==> src/rtl/serial_adder_ctrl_if.sv <==
// rtl/serial_adder_ctrl_if.sv - request/result bundle for serial_adder_ctrl
// The sub signal exists only when SERIAL_ADDER_SUB_EN is defined.
interface serial_adder_ctrl_if #(parameter int WIDTH = 8);
   logic             start;
   logic [WIDTH-1:0] a;
   logic [WIDTH-1:0] b;
`ifdef SERIAL_ADDER_SUB_EN
   logic             sub;
`endif
   logic             busy;
   logic             done;
   logic [WIDTH-1:0] sum;
   logic             cout;

`ifdef SERIAL_ADDER_SUB_EN
   modport master (output start, a, b, sub, input busy, done, sum, cout);
   modport slave  (input start, a, b, sub, output busy, done, sum, cout);
`else
   modport master (output start, a, b, input busy, done, sum, cout);
   modport slave  (input start, a, b, output busy, done, sum, cout);
`endif
endinterface

==> src/rtl/serial_adder_ctrl.sv <==
// rtl/serial_adder_ctrl.sv - bit-serial adder sequencer over one shared full-adder slice
// Define SERIAL_ADDER_SUB_EN to add a latched subtract mode (a - b, cout = no borrow).
module serial_adder_ctrl #(
   parameter int WIDTH = 8
) (
   input  logic                clk,
   input  logic                rst_n,
   serial_adder_ctrl_if.slave  bus
);
   localparam int IW = $clog2(WIDTH);
   localparam logic [IW-1:0] LAST_IDX = IW'(WIDTH - 1);

   typedef enum logic [1:0] {IDLE, RUN, DONE} state_t;

   state_t           state, state_nxt;
   logic [IW-1:0]    idx;
   logic [WIDTH-1:0] a_sh, b_sh, part, sum_r;
   logic             carry, cout_r;
   logic             busy_c, done_c;
   logic             accept, last;
   logic             load_sub;

   // Shared slice: two half-adder cells plus the carry OR.
   logic ha1_s, ha1_c, ha2_c, slice_s, slice_c;
   assign ha1_s   = a_sh[0] ^ b_sh[0];
   assign ha1_c   = a_sh[0] & b_sh[0];
   assign slice_s = ha1_s ^ carry;
   assign ha2_c   = ha1_s & carry;
   assign slice_c = ha1_c | ha2_c;

`ifdef SERIAL_ADDER_SUB_EN
   assign load_sub = bus.sub;
`else
   assign load_sub = 1'b0;
`endif

   assign accept = (state == IDLE) && bus.start;
   assign last   = (state == RUN) && (idx == LAST_IDX);

   always_ff @(posedge clk) begin
      if (!rst_n) state <= IDLE;
      else        state <= state_nxt;
   end

   always_comb begin
      state_nxt = state;
      case (state)
         IDLE:    if (bus.start) state_nxt = RUN;
         RUN:     if (idx == LAST_IDX) state_nxt = DONE;
         DONE:    state_nxt = IDLE;
         default: state_nxt = IDLE;
      endcase
   end

   always_comb begin
      busy_c = 1'b0;
      done_c = 1'b0;
      case (state)
         RUN:     busy_c = 1'b1;
         DONE:    begin busy_c = 1'b1; done_c = 1'b1; end
         default: ;
      endcase
   end

   // Subtraction is a + ~b + 1, so only the B load and the carry seed change.
   always_ff @(posedge clk) begin
      if (!rst_n) begin
         idx    <= '0;
         a_sh   <= '0;
         b_sh   <= '0;
         part   <= '0;
         carry  <= 1'b0;
         sum_r  <= '0;
         cout_r <= 1'b0;
      end else if (accept) begin
         idx   <= '0;
         a_sh  <= bus.a;
         b_sh  <= load_sub ? ~bus.b : bus.b;
         part  <= '0;
         carry <= load_sub;
      end else if (state == RUN) begin
         idx   <= idx + 1'b1;
         a_sh  <= {1'b0, a_sh[WIDTH-1:1]};
         b_sh  <= {1'b0, b_sh[WIDTH-1:1]};
         part  <= {slice_s, part[WIDTH-1:1]};
         carry <= slice_c;
         if (last) begin
            sum_r  <= {slice_s, part[WIDTH-1:1]};
            cout_r <= slice_c;
         end
      end
   end

   assign bus.busy = busy_c;
   assign bus.done = done_c;
   assign bus.sum  = sum_r;
   assign bus.cout = cout_r;
endmodule

==> src/flat_wrapper.sv <==
// flat-port wrapper written by rule: the top's interface ports become plain ports
module serial_adder_ctrl_flat 
#(
   parameter int WIDTH = 8
)
  (clk, rst_n, bus_start, bus_a, bus_b, bus_busy, bus_done, bus_sum, bus_cout);
  serial_adder_ctrl_if #(.WIDTH(WIDTH)) bus_i ();
  input  logic clk;
  input  logic rst_n;
  input wire logic [$bits(bus_i.start)-1:0] bus_start;
  input wire logic [$bits(bus_i.a)-1:0] bus_a;
  input wire logic [$bits(bus_i.b)-1:0] bus_b;
  output wire logic [$bits(bus_i.busy)-1:0] bus_busy;
  output wire logic [$bits(bus_i.done)-1:0] bus_done;
  output wire logic [$bits(bus_i.sum)-1:0] bus_sum;
  output wire logic [$bits(bus_i.cout)-1:0] bus_cout;
  assign bus_i.start = bus_start;
  assign bus_i.a = bus_a;
  assign bus_i.b = bus_b;
  assign bus_busy = bus_i.busy;
  assign bus_done = bus_i.done;
  assign bus_sum = bus_i.sum;
  assign bus_cout = bus_i.cout;
  serial_adder_ctrl #(.WIDTH(WIDTH)) u_core (.clk(clk), .rst_n(rst_n), .bus(bus_i));
endmodule
==> config.mk <==
export PLATFORM = sky130hd
export DESIGN_NAME = serial_adder_ctrl_flat
export DESIGN_NICKNAME = d
export VERILOG_FILES = /design/src/rtl/serial_adder_ctrl_if.sv /design/src/rtl/serial_adder_ctrl.sv /design/src/flat_wrapper.sv
export SDC_FILE = /design/constraint.sdc
export NUM_CORES = 1
export LEC_CHECK = 0
export ABC_AREA = 1
export BUFFER_PORTS_ARGS = -buffer_cell sky130_fd_sc_hd__buf_2
export CORE_ASPECT_RATIO = 0.5
export CORE_MARGIN = 10
export CORE_UTILIZATION = 36
export CTS_BUF_LIST = sky130_fd_sc_hd__clkbuf_4 sky130_fd_sc_hd__clkbuf_8 sky130_fd_sc_hd__clkbuf_16
export CTS_CLUSTER_SIZE = 14
export DETAILED_ROUTE_END_ITERATION = 8
export PLACE_DENSITY = 0.59
export SYNTH_ARGS = -nofsm -noshare
export SYNTH_HDL_FRONTEND = slang
export SYNTH_SLANG_ARGS = --single-unit
==> constraint.sdc <==
create_clock -name clk -period 1.3 [get_ports clk]
set_input_delay 0.13 -clock clk [delete_from_list [all_inputs] [get_ports clk]]
set_output_delay 0.13 -clock clk [all_outputs]
set_load 0.01 [all_outputs]
---- After elaboration in Yosys (flattened, before gate mapping) ----
Cells that the tools add are included.
storage, ports and cells
  register bits after elaboration ......... 39
  bits of input ports ..................... 19
  output and inout bits ................... 11
  logic and storage cells ................. 38
cells by class
  add/subtract/negate cells ............... 1
  eq/ne operators ......................... 5
  mux-type cells .......................... 9
  bitwise gates (word level) .............. 7
  reductions and logical operators ........ 8
operator list
  operator                                                               count
  8-bit two-way mux                                                      4
  2-bit two-way mux                                                      2
  2-bit case mux with 2 select lines                                     1
  2-bit OR reduction                                                     2
  3-bit by 1-bit adder with 3-bit output, second input constant          1
  3-bit equality test, second input constant                             1
  3-bit AND reduction                                                    1
  1-bit AND                                                              2
  2-bit by 1-bit equality test with 1-bit output, second input constant  1
  2-bit equality test, second input constant                             1
  1-bit logical AND                                                      2
  2-bit zero test                                                        1
  1-bit two-way mux                                                      2
  2-bit by 1-bit != test with 1-bit output, second input constant        1
  2-bit != test, second input constant                                   1
  1-bit NOT                                                              2
  2-bit AND reduction                                                    1
  2-bit nonzero test                                                     1
  1-bit bitwise XOR                                                      2
  1-bit OR                                                               1

---- Depth between registers and ports, before layout ----
Gate-level depths: netlist of run 1.
  depth after elaboration ................. 4
  mapped depth ............................ 8
  mapped depth without buffers ............ 7

---- Least setup slack after synthesis of run 1 ----
No wires, ideal clock.
  path type ............................... register -> register
  start point ............................. register u_core.state[0]
  end point ............................... register u_core.a_sh[6]
  setup time .............................. 0.070 ns
  data arrival time ....................... 1.141 ns
  required time ........................... 1.230 ns
  slack ................................... 0.088 ns
  stages on the path, launching flop included .. 8
  path buffers ............................ 2
  period minus slack after synthesis ...... 1.212 ns
  path through ............................ dfxtp_1 > inv_1 > ha_1 > buf_6 > nand2_8 > buf_4 > nand3_1 > a21oi_1
on the way
  longest elaborated chain between the ends .. 3
  elaborated cells on any way between the ends .. 5
  classes of those cells .................. 1 x eq/ne; 1 x mux; 3 x reduce/logical
ends and longest elaborated chain
  item                                                            RTL line                 source
  from (decl)                                                     serial_adder_ctrl.sv:15  state_t state, state_nxt;
  from (signal assigned)                                          serial_adder_ctrl.sv:42  else state <= state_nxt;
  2-bit zero test                                                 serial_adder_ctrl.sv:37  assign accept = (state == IDLE) && bus.start;
  1-bit logical AND                                               serial_adder_ctrl.sv:37
  8-bit two-way mux / 2-bit nonzero test (equally long branches)  n/a
  to (signal assigned)                                            serial_adder_ctrl.sv:77  a_sh <= bus.a;
  to (signal assigned)                                            serial_adder_ctrl.sv:83  a_sh <= {1'b0, a_sh[WIDTH-1:1]};
  to (decl)                                                       serial_adder_ctrl.sv:17  logic [WIDTH-1:0] a_sh, b_sh, part, sum_r;
Several ways; a longest one is shown, not always the timed one.
A chain may end at the register's enable or synchronous reset.

---- Worst setup path in the final report of run 1 ----
  start point ............................. register u_core.state[1]
  end point ............................... register u_core.a_sh[0]
Same word-level chain as after synthesis.

==> results of run 1 <==
-- cell usage in the layout (no fill, tap or decap) --
master,instances
a21oi_1,35
a21oi_2,2
buf_12,4
buf_2,29
buf_4,9
buf_6,4
clkbuf_16,1
clkbuf_8,6
clkinv_8,1
dfxtp_1,36
dfxtp_2,1
dfxtp_4,1
fa_1,1
ha_1,3
ha_2,2
ha_4,2
inv_1,19
inv_2,2
inv_4,1
nand2_1,77
nand2_2,1
nand2_4,1
nand2_8,1
nand3_1,32
nand3_4,1
nand4_1,9
nor2_1,3
xnor2_1,1
-- sequential cells by signal (all words and copies together) (netlist names) --
register / flops
u_core.state: 2
u_core.part: 7
u_core.idx: 3
u_core.a_sh: 8
u_core.b_sh: 8
u_core.bus.sum: 8
u_core.carry: 1
u_core.bus.cout: 1
-- through the flow --
step                area [sq um]  total power [mW]
detailed placement          2090              3.40
floorplan                   1840              2.90
finish                      2310              4.49
global placement            2090              3.36
global route                2310              4.87
CTS                         2200              4.26
-- cell families after synthesis --
kind of cell	share of synthesized area (%)
adders and majority gates	5.85
AOI/OAI and AO/OA	10.1
and+or+nand+nor	29.9
DFF	41.3
buffers and inverters	12.4
xor gates and xnor gates	0.476
-- cells in the mapped netlist, drive strengths merged --
| master | number | share of area [%] |
|---|---|---|
| nand2 | 79 | 17 |
| dfxtp | 38 | 41 |
| xnor2 | 1 | 0.48 |
| nor2 | 3 | 0.61 |
| inv | 23 | 4.8 |
| clkbuf | 2 | 0.41 |
| nand3 | 33 | 9.2 |
| fa | 1 | 1.1 |
| a21oi | 37 | 10 |
| nand4 | 9 | 3.1 |
| ha | 7 | 4.8 |
| buf | 16 | 7.1 |
-- worst max-delay path: stages, from the launching register on --
cell     delay [ns]
dfxtp_2        0.37
inv_4          0.06
ha_4           0.15
buf_6          0.13
buf_4          0.14
nand2_4        0.07
buf_4          0.10
nand3_1        0.05
a21oi_1        0.11
-- how the worst max path moves through the flow --
| stage | from | to | slack [ns] | cells after the start |
|---|---|---|---|---|
| floorplan | u_core.state[0] | u_core.a_sh[6] | 0.09 | 7 |
| global placement | u_core.state[1] | u_core.part[1] | -0.04 | 6 |
| detailed placement | u_core.state[1] | u_core.part[4] | -0.11 | 6 |
| CTS | u_core.state[1] | u_core.b_sh[3] | 0.0005 | 8 |
| global route | u_core.state[1] | u_core.a_sh[7] | -0.03 | 8 |
| finish | u_core.state[1] | u_core.a_sh[0] | 0.05 | 8 |
-- cell type report --
class | count | area [sq um] | share of cell area (%)
multi-input combinational | 171 | 911 | 39.4
sequential | 38 | 766 | 33.1
timing repair buffer | 47 | 363 | 15.7
inverter | 23 | 101 | 4.39
tap | 70 | 87.6 | 3.79
clock buffer | 6 | 82.6 | 3.57
-- power groups by stage --
stage	Sequential (mW)	Clock (mW)	Combinational, mW
after global placement	1.52	0	1.84
after CTS	1.52	0.812	1.94
after detailed placement	1.53	0	1.86
final	1.53	0.788	2.17
after floorplan	1.51	0	1.39
after global routing	1.56	0.854	2.45
-- metal layers --
metal	part of all wire, %	global-route usage (%)	wire length, um	vias up
met3	3.4	2.61	142	5
met1	46	10.4	1910	763
met2	49	17.5	2020	15
met5	0	0	0	-
met4	1.1	3.86	46	0
li1	-	-	-	874
-- timing repair --
item	4_1_cts	5_1_grt
gates cloned	0	2
hold buffers	0	0
gates resized for setup	7	16
pin swaps	0	1
buffers inserted	1	2
setup endpoints to repair	37	40
==> results.toml, run 1 <==
[synth]
yosysSeqAreaShare_pct = 41.3
syn_nets = 276
yosysUniqueCellTypes = 18
syn_avg_cell_area_sq_um = 7.39
yosysWarnings = 0
synthCells = 249
syn_area_sq_um = 1840
synth-seq-cells = 38

[final_layout]
final_nets = 313
postLayoutCoreUtil_pct = 46.9
antennaDiodeCount = 0
layout-drive-gt1-share_pct = 24.2
fillers = 500
layout.cells.non_filler = 355
area_delta_synth_final_pct = 25.6

[critical_path]
r2r_slack_ns = 0.05
worstPathRequired_ns = 1.51
critPathLaunchType = "flip-flop"
end_kind = "flip-flop"
crit_type = "reg -> reg"
r2r_cells = 8
cp_max_fo = 4
arrival_ns = 1.46
rr_startpoint = "u_core.state[1]"
r2r_end = "u_core.a_sh[0]"

[power_and_ir_drop]
p_per_area_nw_per_um2 = 1940
netSwitchingFraction_pct = 37.6
leakage_nw = 1.02
p_sw_mw = 1.69
p_clk_share_pct = 17.6
p_int_mw = 2.80
combinationalPowerShare_pct = 48.3
ir_worst_vdd_uv = 654
pwr-share-seq_pct = 34.2

[drt]
remaining_drc_errors = 0
num_vias = 1657
drt_first_pass_iters = 4
routed_wl_mm = 4.12
drt_iter0_drc = 82
drt-vias-per-instance = 4.67
wl_per_cell_um = 11.6
ant_nets = 0

[sta]
clock-skew-final_ns = 0.00430
worstMarginPinSlew_ns = 0.452
final-hold-violation-count = 0
setup_viol = 0
fin_crit_ns = 1.25
final.setup.worst_slack_ns = 0.0540
period_share_pct = 95.8
timing.fmax_mhz = 803
slew_violations = 0
hold_ws_ns = 0.0946
slew_headroom_pct = 69.8
tns_ns = 0

[floorplanning]
io_pins = 30
initial_core_util_pct = 37.3
coreArea_sq_um = 4930
num_rows = 18
die_area_sq_um = 8550
die_w_um = 121
die_h_um = 70.6

[status]
status = "finished, final reports clean"

[worst_hold_path]
hold-path-endpoint = "u_core.b_sh[7]"
hold_path_class = "in -> reg"
whs_path_depth = 3
hold_start = "bus_b[7]"

[global_routing]
grt_max_degree = 27
grt_overflow = 0
grtUsageTotal_pct = 9.63
antenna_found_initial = 0
grt_pass1_wl_mm = 7.02
grt_pass1_vias = 1616

[clock_tree]
path_clk_slew_ns = 0.07
cts_sinks = 38
clock-root-buffer = "clkbuf_8"
cts.path.max_buffers = 2
cts_buffers = 5
clk_latency_ns = 0.28
cts-htree-levels = 2
cts_tree = "built"

[placement]
dp_hpwl_mm = 2.84
finalWeightedCongestion = 0.722
numPortBuffers = 29
placed_cells = 344
place_ws_ns = -0.113

[job]
drv_cap = 0
(Power assumes the default switching activity.)
==> inputs of run 2 (changes only) <==
--- a/config.mk
+++ b/config.mk
@@ -5,7 +5,6 @@
 export SDC_FILE = /design/constraint.sdc
 export NUM_CORES = 1
 export LEC_CHECK = 0
-export ABC_AREA = 1
 export BUFFER_PORTS_ARGS = -buffer_cell sky130_fd_sc_hd__buf_2
 export CORE_ASPECT_RATIO = 0.5
 export CORE_MARGIN = 10
@@ -13,7 +12,7 @@
 export CTS_BUF_LIST = sky130_fd_sc_hd__clkbuf_4 sky130_fd_sc_hd__clkbuf_8 sky130_fd_sc_hd__clkbuf_16
 export CTS_CLUSTER_SIZE = 14
 export DETAILED_ROUTE_END_ITERATION = 8
-export PLACE_DENSITY = 0.59
+export PLACE_DENSITY = 0.6
 export SYNTH_ARGS = -nofsm -noshare
 export SYNTH_HDL_FRONTEND = slang
 export SYNTH_SLANG_ARGS = --single-unit
==> run 2 against run 1 <==
Count of clock-buffer cells in the layout unchanged; die area down 9.2%; register-to-register slack gained 0.04 ns; routed wire length fell by 15%; sequential power fell by 3%; first-iteration DRC count is 71% lower; combinational power down 36%; largest power group is now sequential cells.
==> results.toml, run 2 <==
[sta]
hold_ws_ns = 0.0993
slew_headroom_pct = 85.6
setup_viol = 0
slew_violations = 0
worstMarginPinSlew_ns = 0.215
timing.fmax_mhz = 795
fin_crit_ns = 1.26
final-hold-violation-count = 0
period_share_pct = 96.8
final.setup.worst_slack_ns = 0.0417
tns_ns = 0
clock-skew-final_ns = 0.00770
rsz0062_at_grt = "true"

[synth]
synth_top_area_share_pct = 46.8
synth.most_common_cell = "dfxtp_1"
yosys-top-cells-area = "dfxtp_1 (47%), mux2i_1 (16%), o21ai_0 (5.9%)"
synthCells = 169
syn_area_sq_um = 1620
async_reset_ff_share_pct = 0
yosysWarnings = 0
synth_top_cells_by_count = "dfxtp_1 (38), mux2i_1 (26), o21ai_0 (19)"
synth-seq-cells = 38
yosysTopAreaCell = "dfxtp_1"
syn_avg_cell_area_sq_um = 9.61
yosysSeqAreaShare_pct = 46.8
syn_nets = 196
synth-main-ff-cell = "dfxtp_1"
synth_edf_count = 0
yosysUniqueCellTypes = 21

[job]
drv_cap = 0

[worst_hold_path]
hold_path_class = "in -> reg"

[drt]
routed_wl_mm = 3.51
drt_first_pass_iters = 4
drt_iter0_drc = 24
wl_per_cell_um = 13.1
remaining_drc_errors = 0
ant_nets = 0
drt-vias-per-instance = 4.78
num_vias = 1276

[floorplanning]
die_h_um = 67.5
coreArea_sq_um = 4380
die_area_sq_um = 7760
die_w_um = 115
initial_core_util_pct = 37.1
num_rows = 17
io_pins = 30

[critical_path]
critPathLaunchType = "flip-flop"
arrival_ns = 1.13
rr_startpoint = "u_core.idx[1]"
crit_type = "reg -> out"
end_kind = "output port"
crit_end = "bus_done"
r2r_cells = 5
worstPathRequired_ns = 1.17
r2r_end = "u_core.state[0]"
r2r_slack_ns = 0.09
startpoint = "u_core.state[0]"
cp_max_fo = 4

[power_and_ir_drop]
leakage_nw = 0.846
p_per_area_nw_per_um2 = 1920
ir_worst_vdd_uv = 712

[final_layout]
final_nets = 236
layout.cells.most_common = "dfxtp_1"
layout_common_cells = "dfxtp_1 (35), buf_2 (28), mux2i_1 (26), o21ai_0 (16), a21oi_1 (14)"
layout-drive-gt1-share_pct = 32.4
area_delta_synth_final_pct = 31.7
antennaDiodeCount = 0

[clock_tree]
cts_tree = "built"
cts.path.max_buffers = 2
cts-htree-levels = 2
cts_sinks = 38
clk_latency_ns = 0.29
cts_buffers = 5
clock-root-buffer = "clkbuf_8"
path_clk_slew_ns = 0.08

[global_routing]
antenna_found_initial = 0
grt_overflow = 0
grt_pass1_wl_mm = 5.62
grt_pass1_vias = 1244
grt_max_degree = 19
grtUsageTotal_pct = 9.06

[placement]
dp_hpwl_mm = 2.36
numPortBuffers = 29
place_ws_ns = -0.124
finalWeightedCongestion = 0.764

[status]
status = "finished, final reports clean"
## run 2: cell families after synthesis
group	after synthesis	synth area share, %
xor gates and xnor gates	1	0.539
AOI/OAI and AO/OA	40	12.8
muxes	26	16.0
and+or+nand+nor	40	10.9
buffers and inverters	16	6.24
adders and majority gates	8	6.63
DFF	38	46.8
## run 2: worst min path at each step
| stage | cells past startpoint | end | from | slack, ns |
|---|---|---|---|---|
| global route | 3 | u_core.a_sh[4] | bus_a[4] | 0.12 |
| global placement | 3 | u_core.a_sh[4] | bus_a[4] | 0.40 |
| finish | 3 | u_core.b_sh[5] | bus_b[5] | 0.1 |
| detailed placement | 3 | u_core.b_sh[1] | bus_b[1] | 0.42 |
| floorplan | 2 | u_core.a_sh[7] | bus_start | 0.30 |
| CTS | 3 | u_core.b_sh[1] | bus_b[1] | 0.11 |
## run 2: repair_timing
| action | in CTS | in global routing |
|---|---|---|
| gates cloned | 0 | 1 |
| pin swaps | 0 | 1 |
| setup buffers | 1 | 2 |
| hold buffers | 0 | 0 |
| endpoints found under the setup margin | 29 | 40 |
| gates resized for setup | 4 | 26 |
## run 2: final cells by class
class                   instances  area, sq um
flip-flops and latches         38          767
well taps                      57         71.3
multi-input cells             116          852
repair buffers                 44          288
inverters                       4         17.5
fillers                       405         2240
clock buffers                   6         82.6
clock inverters                 2         60.1
## run 2: through the flow
stage               util, %  power, mW  cells  area, sq um
finish                 48.8       4.10    267         2140
CTS                    46.2       3.89    264         2020
global placement       42.4       2.56    255         1860
global route           48.8       4.36    267         2140
floorplan                 -       2.32    169         1620
detailed placement     42.4       2.59    255         1860
## run 2: layer usage
layer  wire length [um]  vias to the layer above  global-route usage, %  share of wire (%)
li1                   -                      668                      -                  -
met4                 55                        0                   4.60                1.6
met1               1600                      585                   10.2                 46
met5                  0                        -                      0                  0
met3                169                        5                   3.71                4.8
met2               1680                       18                   14.8                 48
## run 2: where the power goes
group,leakage (nW),internal (mW),switching (mW)
registers,0.312,1.36,0.122
clock network,0.0714,0.819,0.427
logic,0.463,0.723,0.655
## run 2: worst max-delay path, cell delays in order, from the launching register on
cell     delay (ns)
dfxtp_4        0.39
inv_4          0.05
buf_6          0.11
ha_2           0.16
buf_2          0.13
